### src/rtl/led_pattern_sequencer.sv
// LED pattern sequencer: BRAM-backed frame playback with start/stop, loop/one-shot and frame divider.
// Optional build macro LEDSEQ_PINGPONG_EN makes loop playback bounce between address 0 and len.
module led_pattern_sequencer #(
   parameter int AW        = 5,
   parameter int LW        = 5,
   parameter int DW        = 24,
   parameter     INIT_FILE = ""
) (
   input  logic          CLK,
   input  logic          RESET,
   input  logic          start,
   input  logic          stop,
   input  logic          oneshot,
   input  logic [AW-1:0] len,
   input  logic [DW-1:0] div,
   input  logic          wr_en,
   input  logic [AW-1:0] wr_addr,
   input  logic [LW-1:0] wr_data,
   output logic [LW-1:0] LEDS,
   output logic          busy,
   output logic          done
);

   localparam int DEPTH = 1 << AW;

   typedef enum logic {IDLE, PLAY} state_t;

   state_t        stateQ, stateD;
   logic [AW-1:0] pcQ, pcD;
   logic [DW-1:0] cntQ, cntD;
   logic [AW-1:0] lenQ, lenD;
   logic [DW-1:0] divQ, divD;
   logic          oneshotQ, oneshotD;
   logic          rdValidQ, rdValidD;
   logic          lastQ, lastD;
   logic [LW-1:0] ledsQ, ledsD;
   logic          doneQ, doneD;
   logic          atEnd;
   logic          commit;
`ifdef LEDSEQ_PINGPONG_EN
   logic          dirQ, dirD;
`endif

   logic [LW-1:0] mem [0:DEPTH-1];
   logic [LW-1:0] rdDataQ;

   // Initial BRAM contents: all zeros.
   initial begin
      for (int i = 0; i < DEPTH; i++) mem[i] = '0;
   end

   // Read-first BRAM: a same-address write and read in one cycle returns the old word.
   always_ff @(posedge CLK) begin
      if (wr_en) mem[wr_addr] <= wr_data;
      rdDataQ <= mem[pcQ];
   end

   // State and datapath registers with synchronous active-low reset.
   always_ff @(posedge CLK) begin
      if (!RESET) begin
         stateQ   <= IDLE;
         pcQ      <= '0;
         cntQ     <= '0;
         lenQ     <= '0;
         divQ     <= '0;
         oneshotQ <= 1'b0;
         rdValidQ <= 1'b0;
         lastQ    <= 1'b0;
         ledsQ    <= '0;
         doneQ    <= 1'b0;
`ifdef LEDSEQ_PINGPONG_EN
         dirQ     <= 1'b0;
`endif
      end else begin
         stateQ   <= stateD;
         pcQ      <= pcD;
         cntQ     <= cntD;
         lenQ     <= lenD;
         divQ     <= divD;
         oneshotQ <= oneshotD;
         rdValidQ <= rdValidD;
         lastQ    <= lastD;
         ledsQ    <= ledsD;
         doneQ    <= doneD;
`ifdef LEDSEQ_PINGPONG_EN
         dirQ     <= dirD;
`endif
      end
   end

   // Next-state logic: capture on start, tick-driven reads and PC advance while playing.
   always_comb begin
      stateD   = stateQ;
      pcD      = pcQ;
      cntD     = cntQ;
      lenD     = lenQ;
      divD     = divQ;
      oneshotD = oneshotQ;
      rdValidD = 1'b0;
      lastD    = 1'b0;
      ledsD    = ledsQ;
      atEnd    = 1'b0;
`ifdef LEDSEQ_PINGPONG_EN
      dirD     = dirQ;
`endif

      // A stop in the same cycle as the read landing discards that frame.
      commit = rdValidQ && !stop;
      if (commit) ledsD = rdDataQ;
      doneD = commit && lastQ;

      case (stateQ)
         IDLE: begin
            if (start && !stop) begin
               stateD   = PLAY;
               pcD      = '0;
               cntD     = '0;
               lenD     = len;
               divD     = div;
               oneshotD = oneshot;
`ifdef LEDSEQ_PINGPONG_EN
               dirD     = 1'b0;
`endif
            end
         end
         PLAY: begin
            if (stop) begin
               stateD = IDLE;
            end else if (start) begin
               pcD      = '0;
               cntD     = '0;
               lenD     = len;
               divD     = div;
               oneshotD = oneshot;
`ifdef LEDSEQ_PINGPONG_EN
               dirD     = 1'b0;
`endif
            end else if (cntQ == '0) begin
               rdValidD = 1'b1;
               cntD     = divQ;
`ifdef LEDSEQ_PINGPONG_EN
               if (lenQ == '0) begin
                  pcD   = '0;
                  atEnd = 1'b1;
               end else if (!dirQ) begin
                  if (pcQ == lenQ) begin
                     pcD  = lenQ - 1'b1;
                     dirD = 1'b1;
                  end else begin
                     pcD  = pcQ + 1'b1;
                  end
               end else if (pcQ == '0) begin
                  pcD   = AW'(1);
                  dirD  = 1'b0;
                  atEnd = 1'b1;
               end else begin
                  pcD   = pcQ - 1'b1;
               end
`else
               atEnd = (pcQ == lenQ);
               pcD   = atEnd ? '0 : pcQ + 1'b1;
`endif
               lastD = oneshotQ && atEnd;
               if (lastD) stateD = IDLE;
            end else begin
               cntD = cntQ - 1'b1;
            end
         end
         default: stateD = IDLE;
      endcase
   end

   assign LEDS = ledsQ;
   assign busy = (stateQ == PLAY);
   assign done = doneQ;

endmodule

### config.mk
export PLATFORM = sky130hd
export DESIGN_NAME = led_pattern_sequencer
export DESIGN_NICKNAME = d
export VERILOG_FILES = /design/src/rtl/led_pattern_sequencer.sv
export SDC_FILE = /design/constraint.sdc
export NUM_CORES = 1
export LEC_CHECK = 0
export CAP_MARGIN = 25
export CORE_MARGIN = 1
export CORE_UTILIZATION = 40
export DETAILED_ROUTE_END_ITERATION = 16
export PLACE_DENSITY = 0.54
export SLEW_MARGIN = 20
export SYNTH_ARGS = -nofsm -noshare
export SYNTH_HDL_FRONTEND = slang
export SYNTH_SLANG_ARGS = --single-unit
### constraint.sdc
create_clock -name CLK -period 4.75 [get_ports CLK]
set_clock_uncertainty 0.15 [all_clocks]
set_input_delay 0.475 -clock CLK [delete_from_list [all_inputs] [get_ports CLK]]
set_output_delay 0.475 -clock CLK [all_outputs]
set_load 0.03 [all_outputs]
== After elaboration in Yosys (flattened, before gate mapping) ==
Memory sizes are Yosys's and may differ from the RTL's. A register that Yosys moved wholly into a read port is not among the register bits.
Index checks and enable logic that the tools add are counted.
Cells by class
  add/sub/neg operators: 2
  equality and inequality tests: 5
  multiplexer cells: 32
  bitwise operators: 3
  reduce and logical (&&, ||, !) cells: 11
Operator list (count)
  2-to-1 mux 24 bit: 7
  case mux 24 bit (2 select lines): 2
  2-to-1 mux 5 bit: 8
  logical NOT 24 bit: 1
  subtractor 24 x 1 -> 24 bit (second input constant): 1
  case mux 5 bit (2 select lines): 2
  2-to-1 mux 1 bit: 11
  inequality test 2 bit (second input constant): 3
  AND reduction 3 bit: 2
  adder 5 x 1 -> 5 bit (second input constant): 1
  == test 5 bit: 1
  OR reduction 5 bit: 1
  logical AND 1 bit: 4
  case mux 1 bit (2 select lines): 2
  OR reduction 4 bit: 1
  inequality test 3 x 2 -> 1 bit (second input constant): 1
  NOT 1 bit: 3
  AND reduction 2 bit: 1
  logical NOT 1 bit: 1
Storage, ports and cells
  register bits after elaboration: 68
  bits in writable memories: 160
  input bits: 45
  output and inout bits: 7
  logic and storage cells: 64
  memories kept: 1
Memories
  mem: words 32, width 5, read ports 1, clocked after Yosys merged registers in 1, write ports 1, line 44  | logic [LW-1:0] mem [0:DEPTH-1];

== Logic depth before layout (Yosys ltp) ==
Gate-level depths: netlist (run 1).
  word-level depth: 7
  mapped depth: 9
  depth with buffers taken out: 7

== Worst setup path before layout (run 1) ==
Ideal clock, no wire load.
  kind: register to register
  start: register pcQ[0]
  end: register rdDataQ[0], read port of mem
  setup time: 0.115 ns
  arrival: 1.962 ns
  data required time: 4.485 ns
  slack: 2.524 ns
  cell stages (with the launch flop): 6
  buffers on the path: 2
  clock period less this slack: 2.226 ns
  path through: dfxtp_1 buf_2 buf_2 mux4_2 mux4_2 o21a_1
RTL lines
  start: declaration: line 29  | logic [AW-1:0] pcQ, pcD;
  start signal: assignment: line 76  | pcQ <= pcD;
  end: declaration: line 45  | logic [LW-1:0] rdDataQ;

== Worst setup path after layout (run 1) ==
  start: register cntQ[0]
  end: register cntQ[13]
Between the ends
  word-level cells in the longest chain between the ends: 5
  elaborated cells on any way between the ends: 6
  classes of those cells: add/sub (1); mux (4); reduce/logical (1)
Ends and longest elaborated chain
  start: declaration: line 30  | logic [DW-1:0] cntQ, cntD;
  start signal: assignment: line 77  | cntQ <= cntD;
  subtractor 24 x 1 -> 24 bit or logical NOT 24 bit (tied branches): line 166, 138
  2-to-1 mux 24 bit (*): line 138  | end else if (cntQ == '0) begin
  2-to-1 mux 24 bit (*): line 129  | end else if (start) begin
  2-to-1 mux 24 bit (*): line 127  | if (stop) begin
  case mux 24 bit (2 select lines) (*): line 112  | case (stateQ)
Mark *: on every way between the ends. The rest lies on a longest branch, timed or not. The select of a mux whose other input is x is not followed.
A chain may end at the register's enable or synchronous reset.

==> metrics.yaml, run 1 <==
cp-end-kind: "register"
clock_path_buffers: 3
crit_slowest_cell: "a21oi_1"
fillerInstances: 2073
synth-edff-count: 160
ys.flop_type: "edfxtp_1"
fin_cells: 1055
yosysTopAreaCell: "edfxtp_1"
finalHoldViolations: 0
maxCapViolCount: 0
synth.area.top_cells: "edfxtp_1 50%, dfxtp_1 15%, mux4_2 11%"
vias: 5696
ys_ff_latch: 233
dieArea_um2: 24440
synth_top_area_share_pct: 50.43
ant_nets: 0
cp_num_cells: 8
crit_buf_inv: 2
min_from: "divQ[5]"
std_cell_rows: 56
drtIter0Drc: 288
postCtsHoldBufs: 0
rsz0062_at_grt: "false"
drive_gt1_share_pct: 14.27
setup_violations: 0
r2r_start: "cntQ[0]"
cts_buffers: 26
cts_tree: "yes"
antenna_found_initial: 0
path_delay_family: "simple AND/OR/NAND/NOR gates"
max_stage_delay_ns: 0.52
yosysUniqueCellTypes: 50
insertion_delay_ns: 0.52
min_path_type: "reg -> reg"
area_delta_synth_final_pct: 17.03
start_util_pct: 40.71
io_pins: 52
portBuffers: 51
worst_pin_slew_ns: 0.8235
irDropWorstVdd_mv: 0.2021
final-max-slew-violation-count: 0
yosysMostFrequentCell: "edfxtp_1"
slew_headroom_pct: 45.10
grt_pass1_vias: 5894
finalCritPeriodShare_pct: 61.73
nets: 764
post_drt_wl_per_cell_um: 20.10
power_mw: 4.527
cts_max_level: 1
postCtsSetupRepairBufs: 0
drtPass1Iterations: 4
crit_required_ns: 4.96
fmax_mhz: 341.0
grt_use_total_pct: 17.95
drcViolationCount: 0
synth-seq-area-share_pct: 65.77
p_per_area_nw_per_um2: 406.0
die_h_um: 156.3
core_um2: 23400
drt-vias-per-instance: 5.399
num_antenna_cells: 0
cp_max_fo: 13
postSynthCellCount: 666
p_leak_nw: 3.554
tns_ns: 0
cp.arrival_ns: 3.14
outcome: "complete, no violations"
synth_common_cells: "160 x edfxtp_1, 73 x dfxtp_1, 71 x nand2_1"
clk_pin_slew_ns: 0.06
r2r_cells: 8
die_w_um: 156.3
grt_max_degree: 41
start_kind: "register"
critPathKind: "reg -> reg"
synth_area_per_cell_um2: 14.30
syn_nets: 714
cp-startpoint: "cntQ[0]"
cts_root_buf: "clkbuf_16"
dp_cells: 1006
wl_um: 21200
grt_pass1_wl_um: 33360
ys_warn_count: 0
clock_sinks: 233
min_path_cells: 2
critical_path.cell_chain: "inv_1 -> ha_1 -> nor4b_1 -> nand4_2 -> or2_1 -> buf_8 -> a21oi_1 -> o22ai_1"
overflow: 0
dpl.hpwl_um: 13790
cts_resized: 0
routabilityCongestion: 0.8422
synth_async_sr_flop_share_pct: 0
period_needed_ns: 2.932
syn-cell-area_um2: 9527
metal layers:
metal | GRT usage, % | up-vias | routed length (µm)
met1 | 23.05 | 2865 | 9121
met4 | 5.415 | 0 | 556
met3 | 2.382 | 44 | 773
li1 | - | 2663 | -
met5 | 0 | - | 0
met2 | 31.57 | 124 | 10750
where the power goes:
part | total (mW) | leakage, nW | internal [mW] | switching [mW]
logic | 0.390 | 1.12 | 0.178 | 0.212
registers | 2.23 | 2.04 | 2.20 | 0.0233
clock network | 1.91 | 0.394 | 1.12 | 0.792
total | 4.53 | 3.55 | 3.50 | 1.03
kinds of logic after synthesis:
kind of cell             after synthesis  share of synthesized area, %
flip-flops                           233                         65.77
AND/OR/NAND/NOR                      197                         10.31
AO/OA/AOI/OAI                        103                         6.659
multiplexers                          78                         14.11
buffers and inverters                 42                         1.839
XOR/XNOR                              10                        0.9193
adder cells (fa/ha/maj)                3                        0.3941
worst paths after layout:
path                   end  slack, ns
setup / recovery  cntQ[13]       1.82
hold / removal     divQ[5]       0.31
setup reg to reg  cntQ[13]       1.82
hold reg to reg    divQ[5]       0.31
stage by stage:
step / setup slack, ns / hold WS [ns] / util (%) / cell area (µm²)
after floorplan: 2.524 / 0.2857 / - / 9527
after global placement: 1.742 / 0.3070 / 44.12 / 10330
after detailed placement: 1.669 / 0.2970 / 44.19 / 10340
after CTS: 1.724 / 0.3113 / 47.69 / 11160
after global routing: 1.657 / 0.3390 / 47.64 / 11150
final: 1.818 / 0.3118 / 47.64 / 11150
area by class of cell:
cell class                 count  area, µm²  area share, %
clock buffer                  31      669.4          6.004
clock inverter                17      148.9          1.335
timing repair buffer          58      553.0          4.960
inverter                       6      22.52         0.2020
sequential                   233       6269          56.22
tap                          319      399.1          3.580
multi-input combinational    391       3088          27.70
layout by cell type (no fill, tap or decap), types with 11 or more instances in the layout:
cell,count
clkbuf_16,26
clkdlybuf4s50_1,46
o22ai_1,12
dfxtp_1,71
nand2_1,71
o21ai_0,15
edfxtp_1,160
nor3_1,11
nor2_1,55
mux2i_1,33
a21oi_1,36
mux4_2,45
worst reg2reg max path, cell delays in order (launching register included):
cell     delay, ns
dfxtp_1       0.35
inv_1         0.12
ha_1          0.17
nor4b_1       0.31
nand4_2       0.24
or2_1         0.47
buf_8         0.25
a21oi_1       0.53
o22ai_1       0.19
flip-flops by register name, summed over array words and instances, names as in the netlist:
name      count
mem         160
cntQ         24
divQ         24
LEDS          5
lenQ          5
pcQ           5
rdDataQ       5
busy          1
done          1
lastQ         1
oneshotQ      1
rdValidQ      1
(Power assumes the default switching activity.)
==> run 2: changes to the inputs <==
Settings changed: PLACE_DENSITY 0.54 to 0.56.
Clock period 4.75 ns to 2.4 ns, I/O delays scaled along.
==> metrics.yaml, run 2 (synthesized netlist as in run 1, its figures left out) <==
p_per_area_nw_per_um2: 774.9  # was 406.0 nW/µm²
postCtsHoldBufs: 0  # unchanged
min_path_type: "in -> reg"  # was reg -> reg
outcome: "complete, no violations"  # unchanged
die_h_um: 156.3  # unchanged
drt-vias-per-instance: 5.264  # was 5.399
drtPass1Iterations: 5  # was 4
final-max-slew-violation-count: 0  # unchanged
crit_required_ns: 2.71  # was 4.96 ns
drcViolationCount: 0  # unchanged
area_delta_synth_final_pct: 23.08  # was 17.03%
cts_tree: "yes"  # unchanged
cts_max_level: 1  # unchanged
cts_resized: 0  # unchanged
finalHoldViolations: 0  # unchanged
antenna_found_initial: 0  # unchanged
cp-startpoint: "cntQ[1]"  # was cntQ[0]
utilization_pct: 50.10  # was 47.64%
critPathKind: "reg -> reg"  # unchanged
nets: 829  # was 764
top_usage_layer: "met2"  # unchanged
drtIter0Drc: 376  # was 288
period_needed_ns: 2.271  # was 2.932 ns
worst_pin_slew_ns: 0.5059  # was 0.8235 ns
cp_max_fo: 8  # was 13
num_antenna_cells: 0  # unchanged
r2r_start: "cntQ[1]"  # was cntQ[0]
r2r_cells: 7  # was 8
clock_sinks: 233  # unchanged
irDropWorstVdd_mv: 0.5883  # was 0.2021 mV
cp.arrival_ns: 2.58  # was 3.14 ns
grt_use_total_pct: 18.42  # was 17.95%
grtUsageMet2_pct: 31.72  # was 31.57%
holdWs_ns: 0.1181  # was 0.3118 ns
top_register: "mem"  # unchanged
dieArea_um2: 24440  # unchanged
dpl.hpwl_um: 14700  # was 13790 µm
cts_root_buf: "clkbuf_16"  # unchanged
wl_um: 21730  # was 21200 µm
maxCapViolCount: 0  # unchanged
globalRouteMet1Util_pct: 23.79  # was 23.05%
grt_pass1_vias: 6105  # was 5894
ant_nets: 0  # unchanged
top_regs: "mem (160), cntQ (24), divQ (24)"  # unchanged
core_um2: 23400  # unchanged
portBuffers: 51  # unchanged
post_drt_wl_per_cell_um: 19.40  # was 20.10 µm
min_path_cells: 3  # was 2
reg2reg_slack_ns: 0.13  # was 1.82 ns
clk_pin_slew_ns: 0.06  # about the same
setup_violations: 0  # unchanged
fmax_mhz: 440.4  # was 341.0 MHz
overflow: 0  # unchanged
start_util_pct: 40.71  # unchanged
largest_register_ffs: 160  # unchanged
io_pins: 52  # unchanged
mostFrequentLayoutCell: "edfxtp_1"  # unchanged
grt_max_degree: 40  # was 41
insertion_delay_ns: 0.53  # was 0.52 ns
slew_headroom_pct: 66.23  # was 45.10%
start_kind: "register"  # unchanged
r2r-end: "pcQ[2]"  # was cntQ[13]
worstHoldEndpoint: "divQ[10]"  # was divQ[5]
min_from: "div[10]"  # was divQ[5]
routabilityCongestion: 0.8452  # was 0.8422
std_cell_rows: 56  # unchanged
grt_pass1_wl_um: 34240  # was 33360 µm
vias: 5896  # was 5696
cts_buffers: 26  # unchanged
postCtsSetupRepairBufs: 0  # unchanged
die_w_um: 156.3  # unchanged
cp-end-kind: "register"  # unchanged
p_leak_nw: 3.926  # was 3.554 nW
grtUsageMet3_pct: 2.797  # was 2.382%
drive_gt1_share_pct: 21.60  # was 14.27%
finalCritPeriodShare_pct: 94.61  # was 61.73%
mostFrequentLayoutCells: "160 x edfxtp_1, 71 x dfxtp_1, 71 x nand2_1"  # unchanged
clock_path_buffers: 3  # unchanged
run 2: cell count changes in the layout (fill, tap and decap cells not counted), moves of 2 or more:
cell,before,now
clkinv_2,3,6
clkdlybuf4s50_1,46,51
clkinv_1,9,4
buf_4,5,69
buf_2,5,0
buf_8,2,0
buf_12,0,3
clkbuf_8,0,3
run 2: through the flow:
stage / cells / setup slack, ns / instance area [µm²] / TNS [ns] / power (mW)
final: 1120 / 0.1293 / 11730 / 0 / 9.086
after floorplan: 666 / 0.1738 / 9527 / 0 / 4.994
after detailed placement: 1072 / 0.09894 / 10870 / 0 / 5.354
after global placement: 1072 / 0.1381 / 10870 / 0 / 5.337
after CTS: 1120 / 0.07425 / 11710 / 0 / 9.203
after global routing: 1120 / -0.02834 / 11730 / -0.1257 / 9.434
run 2: critical path: stages (launching register included):
cell and delay, ns:
dfxtp_1 0.33, inv_1 0.13, ha_1 0.19, nor4b_4 0.22, nand4_2 0.16, o31a_1 0.42
or4_1 0.53, nand3_1 0.08
run 2: final cells by class:
cell class / instances / area, µm²
fill: 2006 / 11680
sequential: 233 / 6269
multi-input combinational: 391 / 3107
timing repair buffer: 123 / 1089
clock buffer: 34 / 732.0
tap: 319 / 399.1
clock inverter: 14 / 107.6
inverter: 6 / 22.52
run 2: layer usage:
metal  share of wire, %  vias up
met1                 43     2910
met4                2.7        0
met5                  0        -
met2                 50      155
met3                4.8       36
li1                   -     2795
run 2: how the worst max path moves through the flow:
stage,endpoint,slack (ns)
2_1_floorplan,rdDataQ[0],0.17
3_3_place_gp,pcQ[2],0.14
3_5_place_dp,cntQ[7],0.1
4_1_cts,pcQ[2],0.07
5_1_grt,cntQ[6],-0.03
6_report,pcQ[2],0.13
run 2: report_power, final:
group	internal (mW)	total (mW)	switching, mW
clock	2.26	3.82	1.57
sequential	4.36	4.40	0.0410
combinational	0.418	0.858	0.441
total	7.04	9.09	2.05
==> run 3: changes to the inputs <==
--- a/config.mk
+++ b/config.mk
@@ -11,5 +11,5 @@
 export DETAILED_ROUTE_END_ITERATION = 16
 export PLACE_DENSITY = 0.56
-export SLEW_MARGIN = 20
+export SLEW_MARGIN = 15
 export SYNTH_ARGS = -nofsm -noshare
 export SYNTH_HDL_FRONTEND = slang
==> constraint.sdc (replaced) <==
create_clock -name CLK -period 2.4 [get_ports CLK]
set_clock_uncertainty 0.15 [all_clocks]
set_input_delay 0.36 -clock CLK [delete_from_list [all_inputs] [get_ports CLK]]
set_output_delay 0.36 -clock CLK [all_outputs]
set_load 0.03 [all_outputs]
==> metrics.yaml, run 3 (synthesized netlist as in run 1, its figures left out) <==
mostFrequentLayoutCell: "edfxtp_1"  # unchanged
largest_register_ffs: 160  # unchanged
fin_area_um2: 11800  # was 11730 µm²
grt_pass1_vias: 6062  # was 6105
min_path_cells: 3  # unchanged
p_per_area_nw_per_um2: 796.4  # was 774.9 nW/µm²
start_util_pct: 40.71  # unchanged
worst_pin_slew_ns: 0.5562  # was 0.5059 ns
drtIter0Drc: 339  # was 376
fmax_mhz: 444.5  # was 440.4 MHz
cts_root_buf: "clkbuf_16"  # unchanged
portBuffers: 51  # unchanged
routabilityCongestion: 0.8829  # was 0.8452
outcome: "complete, no violations"  # unchanged
clock_path_buffers: 3  # unchanged
p_leak_nw: 3.956  # was 3.926 nW
holdWs_ns: 0.2344  # was 0.1181 ns
place_area_um2: 10900  # was 10870 µm²
overflow: 0  # unchanged
vias: 5910  # was 5896
die_w_um: 156.3  # unchanged
r2r-end: "cntQ[3]"  # was pcQ[2]
post_drt_wl_per_cell_um: 19.06  # was 19.40 µm
finalHoldViolations: 0  # unchanged
clockPowerShare_pct: 43.9  # was 42.1%
share_seq_of_total_power_pct: 46.8  # was 48.5%
dieArea_um2: 24440  # unchanged
area_delta_synth_final_pct: 23.85  # was 23.08%
grt_pass1_wl_um: 33880  # was 34240 µm
cp_max_fo: 6  # was 8
nets: 833  # was 829
worstHoldEndpoint: "divQ[16]"  # was divQ[10]
top_register: "mem"  # unchanged
mostFrequentLayoutCells: "160 x edfxtp_1, 74 x buf_4, 71 x dfxtp_1, 71 x nand2_1, 55 x nor2_1"  # was 160 x edfxtp_1, 71 x dfxtp_1, 71 x nand2_1
ant_nets: 0  # unchanged
power_switching_share_pct: 21.42  # was 22.54%
setup_violations: 0  # unchanged
switchingPower_mw: 2.013  # was 2.048 mW
drt-vias-per-instance: 5.267  # was 5.264
crit_required_ns: 2.64  # was 2.71 ns
critPathKind: "reg -> reg"  # unchanged
drcViolationCount: 0  # unchanged
grt_use_total_pct: 18.12  # was 18.42%
final-max-slew-violation-count: 0  # unchanged
fillerInstances: 2037  # was 2006
cts_max_level: 1  # unchanged
cp-end-kind: "register"  # unchanged
maxCapViolCount: 0  # unchanged
min_from: "div[16]"  # was div[10]
multi_input_area_um2: 3103  # was 3107 µm²
dpl.hpwl_um: 14460  # was 14700 µm
reg2reg_slack_ns: 0.15  # was 0.13 ns
p_int_mw: 7.384  # was 7.038 mW
drtPass1Iterations: 4  # was 5
start_kind: "register"  # unchanged
core_um2: 23400  # unchanged
die_h_um: 156.3  # unchanged
top_regs: "mem (160), cntQ (24), divQ (24)"  # unchanged
irDropWorstVdd_mv: 0.4716  # was 0.5883 mV
grt_max_degree: 40  # unchanged
rsz0062_at_grt: "true"
cts_tree: "yes"  # unchanged
r2r_start: "cntQ[0]"  # was cntQ[1]
postCtsHoldBufs: 0  # unchanged
r2r_cells: 9  # was 7
std_cell_rows: 56  # unchanged
cp.arrival_ns: 2.49  # was 2.58 ns
slew_headroom_pct: 62.87  # was 66.23%
period_needed_ns: 2.250  # was 2.271 ns
clk_pin_slew_ns: 0.06  # about the same
seqCellArea_um2: 6269  # unchanged
clock_sinks: 233  # unchanged
insertion_delay_ns: 0.53  # about the same
finalCritPeriodShare_pct: 93.73  # was 94.61%
drive_gt1_share_pct: 21.54  # was 21.60%
tns_ns: 0  # unchanged
min_path_type: "in -> reg"  # unchanged
cts_buffers: 25  # was 26
num_antenna_cells: 0  # unchanged
wl_um: 21390  # was 21730 µm
antenna_found_initial: 0  # unchanged
comb_power_share_pct: 9.3  # was 9.4%
io_pins: 52  # unchanged
-- run 3: cell count changes in the layout (fill, tap and decap cells not counted), sizes merged --
cell	delta
buf	+5
bufinv	+5
clkbuf	-2
clkinv	-5
clkinvlp	-1
-- run 3: layout make-up --
type	count	share of cell area [%]
clock buffer	32	5.642
timing repair buffer	128	9.544
tap	319	3.383
sequential	233	53.13
inverter	6	0.1909
clock inverter	13	1.813
multi-input combinational	391	26.30
-- run 3: routing by layer --
layer  part of all wire [%]  GRT usage (%)
met1                     43          23.88
met2                     50          31.40
met3                    4.5          2.742
met4                    1.8          4.342
met5                      0              0
-- run 3: worst max-delay path: stages (launching register included) --
cell and delay (ns):
dfxtp_1 0.34, inv_1 0.11, ha_1 0.17, nor4b_2 0.23, nand4_2 0.16, buf_4 0.19, or2_1 0.25, a21oi_1 0.24
buf_4 0.20, o22ai_1 0.09
-- run 3: repair_timing --
| item | 4_1_cts | 5_1_grt |
|---|---|---|
| resized for setup | 0 | 2 |
| endpoints found under the setup margin | 0 | 14 |
| setup buffers | 0 | 0 |
-- run 3: how the worst max path moves through the flow --
stage / slack (ns) / to / start
floorplan: 0.17 / rdDataQ[0] / pcQ[0]
global placement: 0.09 / pcQ[2] / cntQ[0]
detailed placement: 0.04 / mem[8][1] / wr_en
CTS: 0.06 / pcQ[2] / cntQ[0]
global route: -0.005 / cntQ[7] / cntQ[0]
finish: 0.15 / cntQ[3] / cntQ[0]
-- run 3: per-stage QoR --
stage	setup slack [ns]	cells	util, %	total power [mW]
after global placement	0.09393	1077	46.59	5.349
after floorplan	0.1738	666	-	4.994
after global routing	-0.005004	1122	50.42	9.721
final	0.1505	1122	50.42	9.396
after CTS	0.06226	1122	50.35	9.497
after detailed placement	0.04093	1077	46.59	5.366
-- run 3: power by group through the flow --
stage,Combinational [mW],Clock (mW),Sequential (mW)
2_1_floorplan,0.523,0,4.47
3_3_place_gp,0.864,0,4.48
3_5_place_dp,0.880,0,4.49
4_1_cts,0.883,4.21,4.40
5_1_grt,0.947,4.37,4.41
6_report,0.870,4.13,4.40
